==> src/rtl/dmem_arbiter.sv <==
`timescale 1ns/1ps
`default_nettype none
// +----------------------------------------------------------------------------+
// | Module   : dmem_arbiter                                                    |
// | Purpose  : Round-robin req/ack arbiter sharing one single-port 32-bit      |
// |            byte-addressed data memory between port 0 (CPU) and port 1     |
// |            (DMA/loader). Optionally rejects misaligned word accesses.      |
// | Ports    : clk, rst            clock / synchronous active-high reset       |
// |            req/we/addr/wdata N  requester N command (held until ackN)      |
// |            ack/err/rdata N      one-cycle completion, misalign flag, word  |
// |            mem_addr/mem_wdata   memory address / write data (held regs)    |
// |            mem_read/mem_write   memory strobes, high only in ACCESS        |
// |            mem_rdata            combinational read data from memory        |
// | Revision : 1.0 - initial release                                           |
// +----------------------------------------------------------------------------+
module dmem_arbiter #(
  parameter int ADDR_W      = 14,
  parameter int DATA_W      = 32,
  parameter int CHECK_ALIGN = 1
) (
  input  logic              clk,
  input  logic              rst,
  input  logic              req0,
  input  logic              we0,
  input  logic [ADDR_W-1:0] addr0,
  input  logic [DATA_W-1:0] wdata0,
  input  logic              req1,
  input  logic              we1,
  input  logic [ADDR_W-1:0] addr1,
  input  logic [DATA_W-1:0] wdata1,
  output logic              ack0,
  output logic              err0,
  output logic [DATA_W-1:0] rdata0,
  output logic              ack1,
  output logic              err1,
  output logic [DATA_W-1:0] rdata1,
  output logic [ADDR_W-1:0] mem_addr,
  output logic [DATA_W-1:0] mem_wdata,
  output logic              mem_read,
  output logic              mem_write,
  input  logic [DATA_W-1:0] mem_rdata
);

  typedef enum logic [1:0] {
    IDLE   = 2'd0,
    ACCESS = 2'd1,
    DONE   = 2'd2
  } state_t;

  state_t state;
  logic   last_grant;   // port granted most recently; loser of the next tie
  logic   grant;        // port owning the current transaction

  logic              sel;
  logic              sel_we;
  logic [ADDR_W-1:0] sel_addr;
  logic [DATA_W-1:0] sel_wdata;
  logic              misaligned;

  // With both ports requesting the port not served last wins; otherwise
  // whichever port is requesting is selected (port 0 when neither is).
  always_comb begin
    sel       = (req0 && req1) ? ~last_grant : req1;
    sel_we    = sel ? we1    : we0;
    sel_addr  = sel ? addr1  : addr0;
    sel_wdata = sel ? wdata1 : wdata0;
  end

  generate
    if (CHECK_ALIGN != 0) begin : g_align_check
      assign misaligned = |sel_addr[1:0];
    end else begin : g_align_pass
      assign misaligned = 1'b0;
    end
  endgenerate

  always_ff @(posedge clk) begin
    if (rst) begin
      state      <= IDLE;
      last_grant <= 1'b1;
      grant      <= 1'b0;
      mem_addr   <= '0;
      mem_wdata  <= '0;
      mem_read   <= 1'b0;
      mem_write  <= 1'b0;
      ack0       <= 1'b0;
      ack1       <= 1'b0;
      err0       <= 1'b0;
      err1       <= 1'b0;
      rdata0     <= '0;
      rdata1     <= '0;
    end else begin
      case (state)
        IDLE: begin
          if (req0 || req1) begin
            grant      <= sel;
            last_grant <= sel;
            mem_addr   <= sel_addr;
            mem_wdata  <= sel_wdata;
            if (misaligned) begin
              // Rejected without touching memory: complete straight away.
              ack0  <= ~sel;
              ack1  <= sel;
              err0  <= ~sel;
              err1  <= sel;
              state <= DONE;
            end else begin
              mem_read  <= ~sel_we;
              mem_write <= sel_we;
              state     <= ACCESS;
            end
          end
        end
        ACCESS: begin
          // mem_rdata is only valid while mem_read is high, i.e. here.
          if (mem_read) begin
            if (grant) rdata1 <= mem_rdata;
            else       rdata0 <= mem_rdata;
          end
          mem_read  <= 1'b0;
          mem_write <= 1'b0;
          ack0      <= ~grant;
          ack1      <= grant;
          err0      <= 1'b0;
          err1      <= 1'b0;
          state     <= DONE;
        end
        DONE: begin
          ack0  <= 1'b0;
          ack1  <= 1'b0;
          err0  <= 1'b0;
          err1  <= 1'b0;
          state <= IDLE;
        end
        default: begin
          mem_read  <= 1'b0;
          mem_write <= 1'b0;
          ack0      <= 1'b0;
          ack1      <= 1'b0;
          err0      <= 1'b0;
          err1      <= 1'b0;
          state     <= IDLE;
        end
      endcase
    end
  end

endmodule
`default_nettype wire

==> config.mk <==
export PLATFORM = sky130hd
export DESIGN_NAME = dmem_arbiter
export DESIGN_NICKNAME = d
export VERILOG_FILES = /design/src/rtl/dmem_arbiter.sv
export SDC_FILE = /design/constraint.sdc
export NUM_CORES = 1
export LEC_CHECK = 0
export ABC_AREA = 1
export CORE_MARGIN = 10
export CORE_UTILIZATION = 26
export DETAILED_ROUTE_END_ITERATION = 8
export MAX_ROUTING_LAYER = met4
export SYNTH_ARGS = -nofsm -noshare
export SYNTH_HDL_FRONTEND = slang
export SYNTH_SLANG_ARGS = --single-unit
export TNS_END_PERCENT = 1
==> constraint.sdc <==
create_clock -name clk -period 1.6 [get_ports clk]
set_input_delay 0.24 -clock clk [delete_from_list [all_inputs] [get_ports clk]]
set_output_delay 0.24 -clock clk [all_outputs]
set_load 0.005 [all_outputs]
After elaboration in Yosys (flattened, before gate mapping)
Cells that the tools add are included.

Add/sub/neg operators: 0. Multipliers: 0. Div/mod/pow operators: 0. Order comparisons: 0. Equal/unequal tests: 5. Shift-type cells: 0. Muxes and demuxes: 19. Bitwise operators: 6. Reductions and logical operators: 11.

Operator list (number): 2-to-1 mux 32 bit (1); 2-to-1 mux 14 bit (1); 2-to-1 mux 1 bit (10); AND reduction 3 bit (3); one-hot mux 1 bit (2 select lines) (4); != test 2 bit, second input constant (3); inverter 1 bit (6); AND reduction 2 bit (3); 2-to-1 mux 2 bit (2); one-hot mux 2 bit (2 select lines) (1); OR reduction 2 bit (2); == test 2 x 1 -> 1 bit, second input constant (1); == test 2 bit, second input constant (1); logical NOT 2 bit (1); logical AND 1 bit (1); logical OR 1 bit (1).

Register bits after elaboration: 120. Latch bits: 0. Bits in writable memories: 0. Memory bits (read-only): 0. Input port bits: 130. Output and inout port bits: 116. Logic and storage cells: 54. Memories: 0.

Depth between registers and ports, before layout
Gate-level depths: netlist of the first run.

Depth in word-level cells: 7. Gate-level depth with buffers: 9. Gate-level depth less buffers: 9.

Least setup slack after synthesis of the first run
OpenSTA, ideal clock, no wires.

Kind: reg2reg. From: reg state[0]. To: reg rdata1[10]. Setup time: 116 ps. Data arrival time: 1009 ps. Data required time: 1484 ps. Path slack: 476 ps. Stages on the path, launching flop included: 7. Buffers on the path: 1. Clock period less this slack: 1124 ps. Cells stage by stage: dfxtp_1 > nand2_1 > nor2_2 > nand2_2 > buf_2 > o21ai_0 > nor2_1.

Longest elaborated chain between the ends: 2.

Ends and longest elaborated chain: start, declared (line 50) `state_t state;`; start signal, assigned (line 79) `state <= IDLE;`; start signal, assigned (line 106) `state <= DONE;`; start signal, assigned (line 110) `state <= ACCESS;`; == test 2 x 1 -> 1 bit (line 93) `case (state)`; AND reduction 3 bit (no line); end signal, assigned (line 117) `if (grant) rdata1 <= mem_rdata;`; end, declared (line 36) `output logic [DATA_W-1:0] rdata1,`.

Every way passes these cells. A chain may end at the register's enable or synchronous reset.

Worst setup path in the final report of the first run
From: reg mem_addr[0]. To: out mem_addr[0].

RTL lines: start, declared (line 37) `output logic [ADDR_W-1:0] mem_addr,`; start signal, assigned (line 98) `mem_addr <= sel_addr;`.

No word-level cell between the ends.

==> results of run 1 <==
==> area by class of cell <==
cell class | instances | area [sq um] | area share (%)
inverter | 19 | 71.32 | 0.8888
clock inverter | 13 | 201.4 | 2.511
clock buffer | 19 | 442.9 | 5.520
sequential | 120 | 2402 | 29.94
timing repair buffer | 264 | 2700 | 33.65
tap | 225 | 281.5 | 3.508
multi-input combinational | 428 | 1924 | 23.98
==> what timing repair did <==
action | in CTS | in global routing
cloned | 0 | 0
hold buffers | 0 | 0
pin swaps | 0 | 0
gates resized for setup | 2 | 3
endpoints found under the setup margin | 2 | 3
==> worst min-delay path by stage <==
stage | startpoint | to | slack, ns | depth (start not counted)
5_1_grt | wdata0[11] | mem_wdata[11]$_SDFFE_PP0P_ | 0.38 | 3
4_1_cts | wdata1[29] | mem_wdata[29]$_SDFFE_PP0P_ | 0.37 | 3
3_5_place_dp | err1$_SDFFE_PP0P_ | err1$_SDFFE_PP0P_ | 0.46 | 2
2_1_floorplan | rst | grant$_SDFFE_PP0P_ | 0.31 | 1
6_report | wdata1[29] | mem_wdata[29]$_SDFFE_PP0P_ | 0.39 | 3
3_3_place_gp | err1$_SDFFE_PP0P_ | err1$_SDFFE_PP0P_ | 0.46 | 2
==> cells by family (layout without fill, tap and decap cells) <==
family | Yosys count | count (layout) | share of synthesized area (%)
simple gates | 265 | 265 | 22.70
flops | 120 | 120 | 51.88
compound gates | 163 | 163 | 18.86
buf+inv | 62 | 315 | 6.566
==> synthesized netlist by cell type <==
cell / count
nand3b_1: 3
a21oi_1: 6
o21ai_0: 78
inv_2: 6
buf_2: 19
a21boi_1: 1
nor2_1: 134
nor2_2: 2
nand4_1: 5
o21ai_1: 34
nand2_2: 2
nand2_1: 111
clkbuf_2: 2
nand3_1: 5
buf_4: 4
nor3_1: 1
inv_1: 13
nor2_4: 2
dfxtp_1: 120
buf_6: 4
clkbuf_1: 14
a31oi_1: 44
==> sequential cells by signal, indices dropped and copies added (netlist names), 2 cells and up <==
name       count
mem_wdata     32
rdata0        32
rdata1        32
mem_addr      14
state          2
==> stage by stage <==
step | std cells | setup WS (ns) | TNS, ns | hold WS, ns
after detailed placement | 1056 | -0.05345 | -1.735 | 0.4650
after global placement | 1056 | -0.03242 | -0.3992 | 0.4584
after CTS | 1088 | 0.004316 | 0 | 0.3747
final | 1088 | 0.06310 | 0 | 0.3919
after floorplan | 610 | 0.4756 | 0 | 0.3091
after global routing | 1088 | 0.003223 | 0 | 0.3830
==> worst register-to-register path: stages (launching register included) <==
cell and delay (ns):
dfxtp_1 0.41, nand4_1 0.17, inv_2 0.50, nor2_1 0.11
nor2_1 0.13
==> layout by cell type (no fill, tap or decap) <==
| cell | Yosys | routed |
|---|---|---|
| a21boi_1 | 1 | 1 |
| a21oi_1 | 6 | 6 |
| a31oi_1 | 44 | 44 |
| buf_12 | 0 | 8 |
| buf_4 | 4 | 11 |
| bufinv_16 | 0 | 5 |
| clkbuf_1 | 14 | 1 |
| clkbuf_16 | 0 | 17 |
| clkbuf_8 | 0 | 1 |
| clkdlybuf4s50_1 | 0 | 240 |
| clkinv_2 | 0 | 4 |
| clkinv_4 | 0 | 1 |
| clkinvlp_4 | 0 | 3 |
| dfxtp_1 | 120 | 120 |
| dlygate4sd2_1 | 0 | 2 |
| dlymetal6s2s_1 | 0 | 3 |
| inv_1 | 13 | 13 |
| inv_2 | 6 | 6 |
| nand2_1 | 111 | 111 |
| nand2_2 | 2 | 2 |
| nand3_1 | 5 | 5 |
| nand3b_1 | 3 | 3 |
| nand4_1 | 5 | 5 |
| nor2_1 | 134 | 134 |
| nor2_2 | 2 | 2 |
| nor2_4 | 2 | 2 |
| nor3_1 | 1 | 1 |
| o21ai_0 | 78 | 78 |
| o21ai_1 | 34 | 34 |
==> metal layers <==
metal	vias up	track usage (%)	part of all wire (%)
li1	2509	-	-
met1	2140	16.43	42
met2	216	21.56	43
met3	9	9.877	13
met4	0	4.049	0.91
met5	-	-	0
==> report_power, final <==
part	switching, mW	total [mW]	internal, mW
Combinational	0.567	1.35	0.783
Clock	1.40	4.20	2.79
Sequential	0.0959	3.26	3.17
Total	2.07	8.81	6.74
==> qor.csv, run 1 <==
stage,metric,value,unit
finish,fin_util,46.23,%
critical_path,worstRegToRegCells,4,
clocking,tritoncts.num_buffers,17,
finish,num-fill-cells,1721,
detailed_routing,routedWlPerCell,16.12,microns
critical_path,worstSetupEndpoint,mem_addr[0],
power,power.total,8.811,mW
clocking,clk_pin_slew,0.06,ns
clocking,clk_latency,0.41,ns
min_path,min_path_type,in -> reg,
critical_path,worst_setup_path_end_kind,output pin,
finish,design_area,0.008024,sq mm
global_routing,grt_pass1_vias,4813,
critical_path,cp-start-kind,flop,
placed_design,gp_congestion,0.8271,
critical_path,cp_cell_sequence,clkdlybuf4s50_1,
detailed_routing,final_antenna_net_count,0,
critical_path,cp_data_required_time,1.36,ns
placed_design,io_buffers,245,
power,power.density,1098,mW/mm^2
synthesis,synthTopCellsByArea,"dfxtp_1 52%, nor2_1 11%, nand2_1 9.0%",
detailed_routing,drt_iter0_drc,203,
detailed_routing,first_pass_iters,4,
synthesis,synth_top_area_share,51.88,%
clocking,htree_levels,4,
sta,slew_headroom,57.10,%
synthesis,synth.ff_latch_count,120,
floorplan,start_util,26.68,%
synthesis,synth_area,0.004631,sq mm
sta,clock.fmax,0.6507,GHz
sta,rsz0062_at_grt,false,
detailed_routing,drt_wl_total,17.54,mm
clocking,cts-root-buf,clkbuf_16,
critical_path,crit_family,buffers and inverters,
finish,drive_gt1_share,7.184,%
sta,skew,0.01241,ns
job,maxCapViolCount,0,
synthesis,ys_types,22,
finish,area_growth,73.28,%
power,ir_worst_vdd,0.0006909,V
sta,slew_violations,0,
sta,finalHoldViolations,0,
critical_path,critPathKind,reg -> out,
global_routing,grt_pass1_wl,27.17,mm
synthesis,ys_warn_count,0,
critical_path,rrSetupSlack,0.22,ns
clocking,clock_sinks,120,
critical_path,critPathSlowestCell,clkdlybuf4s50_1,
power,p_leak,3.108,nW
detailed_routing,drcViolationCount,0,
placed_design,placed_area,0.007375,sq mm
clocking,post_cts_buffers,0,
finish,final_nets,980,
sta,max_slew.worst_pin.slew,0.6434,ns
critical_path,crit_start,mem_addr[0]$_SDFFE_PP0P_,
floorplan,die-area,0.02355,sq mm
sta,period_share,96.06,%
critical_path,reg2reg_to,rdata0[7]$_SDFFE_PP0P_,
placed_design,dp_hpwl,12.97,mm
floorplan,fp.coreArea,0.01736,sq mm
critical_path,cp.arrival,1.30,ns
critical_path,crit_buf_inv,1,
floorplan,rows,48,
sta,min_period,1.537,ns
clocking,cts_tree,built,
critical_path,cp_max_fo,2,
sta,setup_viol,0,
critical_path,r2r_start,state[0]$_SDFFE_PP0P_,
detailed_routing,vias,4874,
status,outcome,completed,
global_routing,gr-total-overflow,0,
synthesis,syn_area_per_cell,7.591,sq um
critical_path,critical_path.max_stage_delay,0.57,ns
synthesis,syn-num-nets,740,
floorplan,fp.dieH,153.5,microns
floorplan,boundaryPins,246,
synthesis,synth_cells,610,
floorplan,die_w,153.5,microns
global_routing,grt_max_degree,67,
synthesis,synth_top_area_cell,dfxtp_1,
detailed_routing,viasPerCell,4.480,
finish,diodes,0,
global_routing,antenna_found_initial,0,
synthesis,yosysSeqAreaShare,51.88,%
critical_path,path_depth,1,
clocking,clockBufferDepth,2,
global_routing,grt_usage,14.87,%
(Power assumes the default switching activity.)
==> run 2: changes to the inputs <==
CTS_CLUSTER_SIZE = 14   (was default)
==> results of run 2 <==
The final DEF is identical to that of run 1; final timing and power are the same.
==> run 3: changes to the inputs <==
clock period = 1.7 ns   (was 1.6 ns; I/O delays follow)
==> run 3 against run 2 <==
Against the previous run:
- setup slack improved by 0.042 ns
- clock skew decreased by 0.0063 ns
- first-iteration DRC count down 3.9%
- critical endpoint is now mem_read
- global-route usage increased by 0.17 points
- hold slack improved by 0.017 ns
- largest power group unchanged
- total power shrank 5.5%
- count of clock-buffer cells in the layout rose by 1
- sequential share of layout area about the same
==> qor.csv, run 3 (synthesis gave the netlist of run 1 again) <==
stage,metric,value,unit
placed_design,place_inst,1055,
min_path,hold_depth,3,
placed_design,dp_hpwl,13.00,mm
sta,slew_violations,0,
clocking,clk_pin_slew,0.06,ns
sta,setup_viol,0,
finish,final_nets,979,
floorplan,fp.coreArea,0.01736,sq mm
finish,area_growth,73.20,%
detailed_routing,vias,4826,
clocking,cts_tree,built,
clocking,post_cts_buffers,0,
global_routing,grt_max_degree,67,
job,maxCapViolCount,0,
placed_design,io_buffers,245,
finish,fin_util,46.21,%
critical_path,worstRegToRegCells,4,
global_routing,grt_usage,15.05,%
critical_path,cp_cell_sequence,clkdlybuf4s50_1,
min_path,min_path_type,in -> reg,
critical_path,crit_buf_inv,1,
finish,num-fill-cells,1757,
sta,finalHoldViolations,0,
sta,holdWs,0.4086,ns
global_routing,gr-total-overflow,0,
critical_path,cp_data_required_time,1.44,ns
sta,period_share,93.81,%
detailed_routing,final_antenna_net_count,0,
global_routing,grt_pass1_wl,27.44,mm
sta,skew,0.006110,ns
critical_path,worst_setup_path_end_kind,output pin,
finish,fin_cells,1087,
sta,max_slew.worst_pin.slew,0.6501,ns
status,outcome,completed,
clocking,clock_sinks,120,
clocking,cts-root-buf,clkbuf_16,
floorplan,start_util,26.68,%
detailed_routing,drcViolationCount,0,
global_routing,antenna_found_initial,0,
sta,tns,0,ns
sta,slew_headroom,56.60,%
sta,worst_slack,0.1052,ns
power,p_leak,3.055,nW
finish,reg_top3,"mem_wdata x32, rdata0 x32, rdata1 x32",
detailed_routing,viasPerCell,4.440,
floorplan,fp.dieH,153.5,microns
detailed_routing,routedWlPerCell,16.02,microns
critical_path,path_depth,1,
global_routing,grt_pass1_vias,4901,
finish,layout.cells.most_common,clkdlybuf4s50_1,
power,power.density,1038,mW/mm^2
floorplan,rows,48,
finish,drive_gt1_share,7.077,%
clocking,cts_resized,0,
placed_design,placed_area,0.007367,sq mm
detailed_routing,drt_iter0_drc,195,
power,ir_worst_vdd,0.0007238,V
sta,clock.fmax,0.6270,GHz
critical_path,critPathKind,reg -> out,
critical_path,cp-start-kind,flop,
finish,diodes,0,
critical_path,cp_max_fo,4,
sta,min_period,1.595,ns
detailed_routing,first_pass_iters,4,
placed_design,gp_congestion,0.8005,
detailed_routing,drt_wl_total,17.41,mm
critical_path,crit_family,buffers and inverters,
clocking,clk_latency,0.41,ns
finish,layout_common_cells,"245 x clkdlybuf4s50_1, 134 x nor2_1, 120 x dfxtp_1",
critical_path,critical_path.max_stage_delay,0.54,ns
clocking,clockBufferDepth,2,
critical_path,critPathSlowestCell,clkdlybuf4s50_1,
sta,rsz0062_at_grt,false,
floorplan,die_w,153.5,microns
clocking,tritoncts.num_buffers,17,
critical_path,cp.arrival,1.34,ns
clocking,holdBufCountCts,0,
power,power.total,8.326,mW
finish,design_area,0.008020,sq mm
clocking,htree_levels,4,
floorplan,die-area,0.02355,sq mm
placed_design,pre_cts_ws,-0.002210,ns
floorplan,boundaryPins,246,
[run 3: final timing paths]
kind / start / to / slack [ns]
max: mem_read$_SDFFE_PP0P_ / mem_read / 0.11
min: wdata1[5] / mem_wdata[5]$_SDFFE_PP0P_ / 0.41
max reg2reg: state[0]$_SDFFE_PP0P_ / rdata0[7]$_SDFFE_PP0P_ / 0.27
min reg2reg: err1$_SDFFE_PP0P_ / err1$_SDFFE_PP0P_ / 0.46
[run 3: metal layers]
layer	global-route usage, %	share of wire [%]
met1	16.87	44
met2	22.09	43
met3	9.063	12
met4	4.318	1.2
met5	-	0
[run 3: power by group]
part | switching (mW) | internal (mW)
Combinational | 0.531 | 0.737
Sequential | 0.0926 | 2.98
Clock | 1.31 | 2.68
[run 3: cell type report]
cell class	instances	area, sq um	share of cell area, %
clock buffers	20	456.7	5.694
multi-input cells	428	1924	23.99
clock inverters	12	196.4	2.449
inverters	19	71.32	0.8892
well taps	225	281.5	3.510
flip-flops and latches	120	2402	29.95
repair buffers	263	2688	33.51
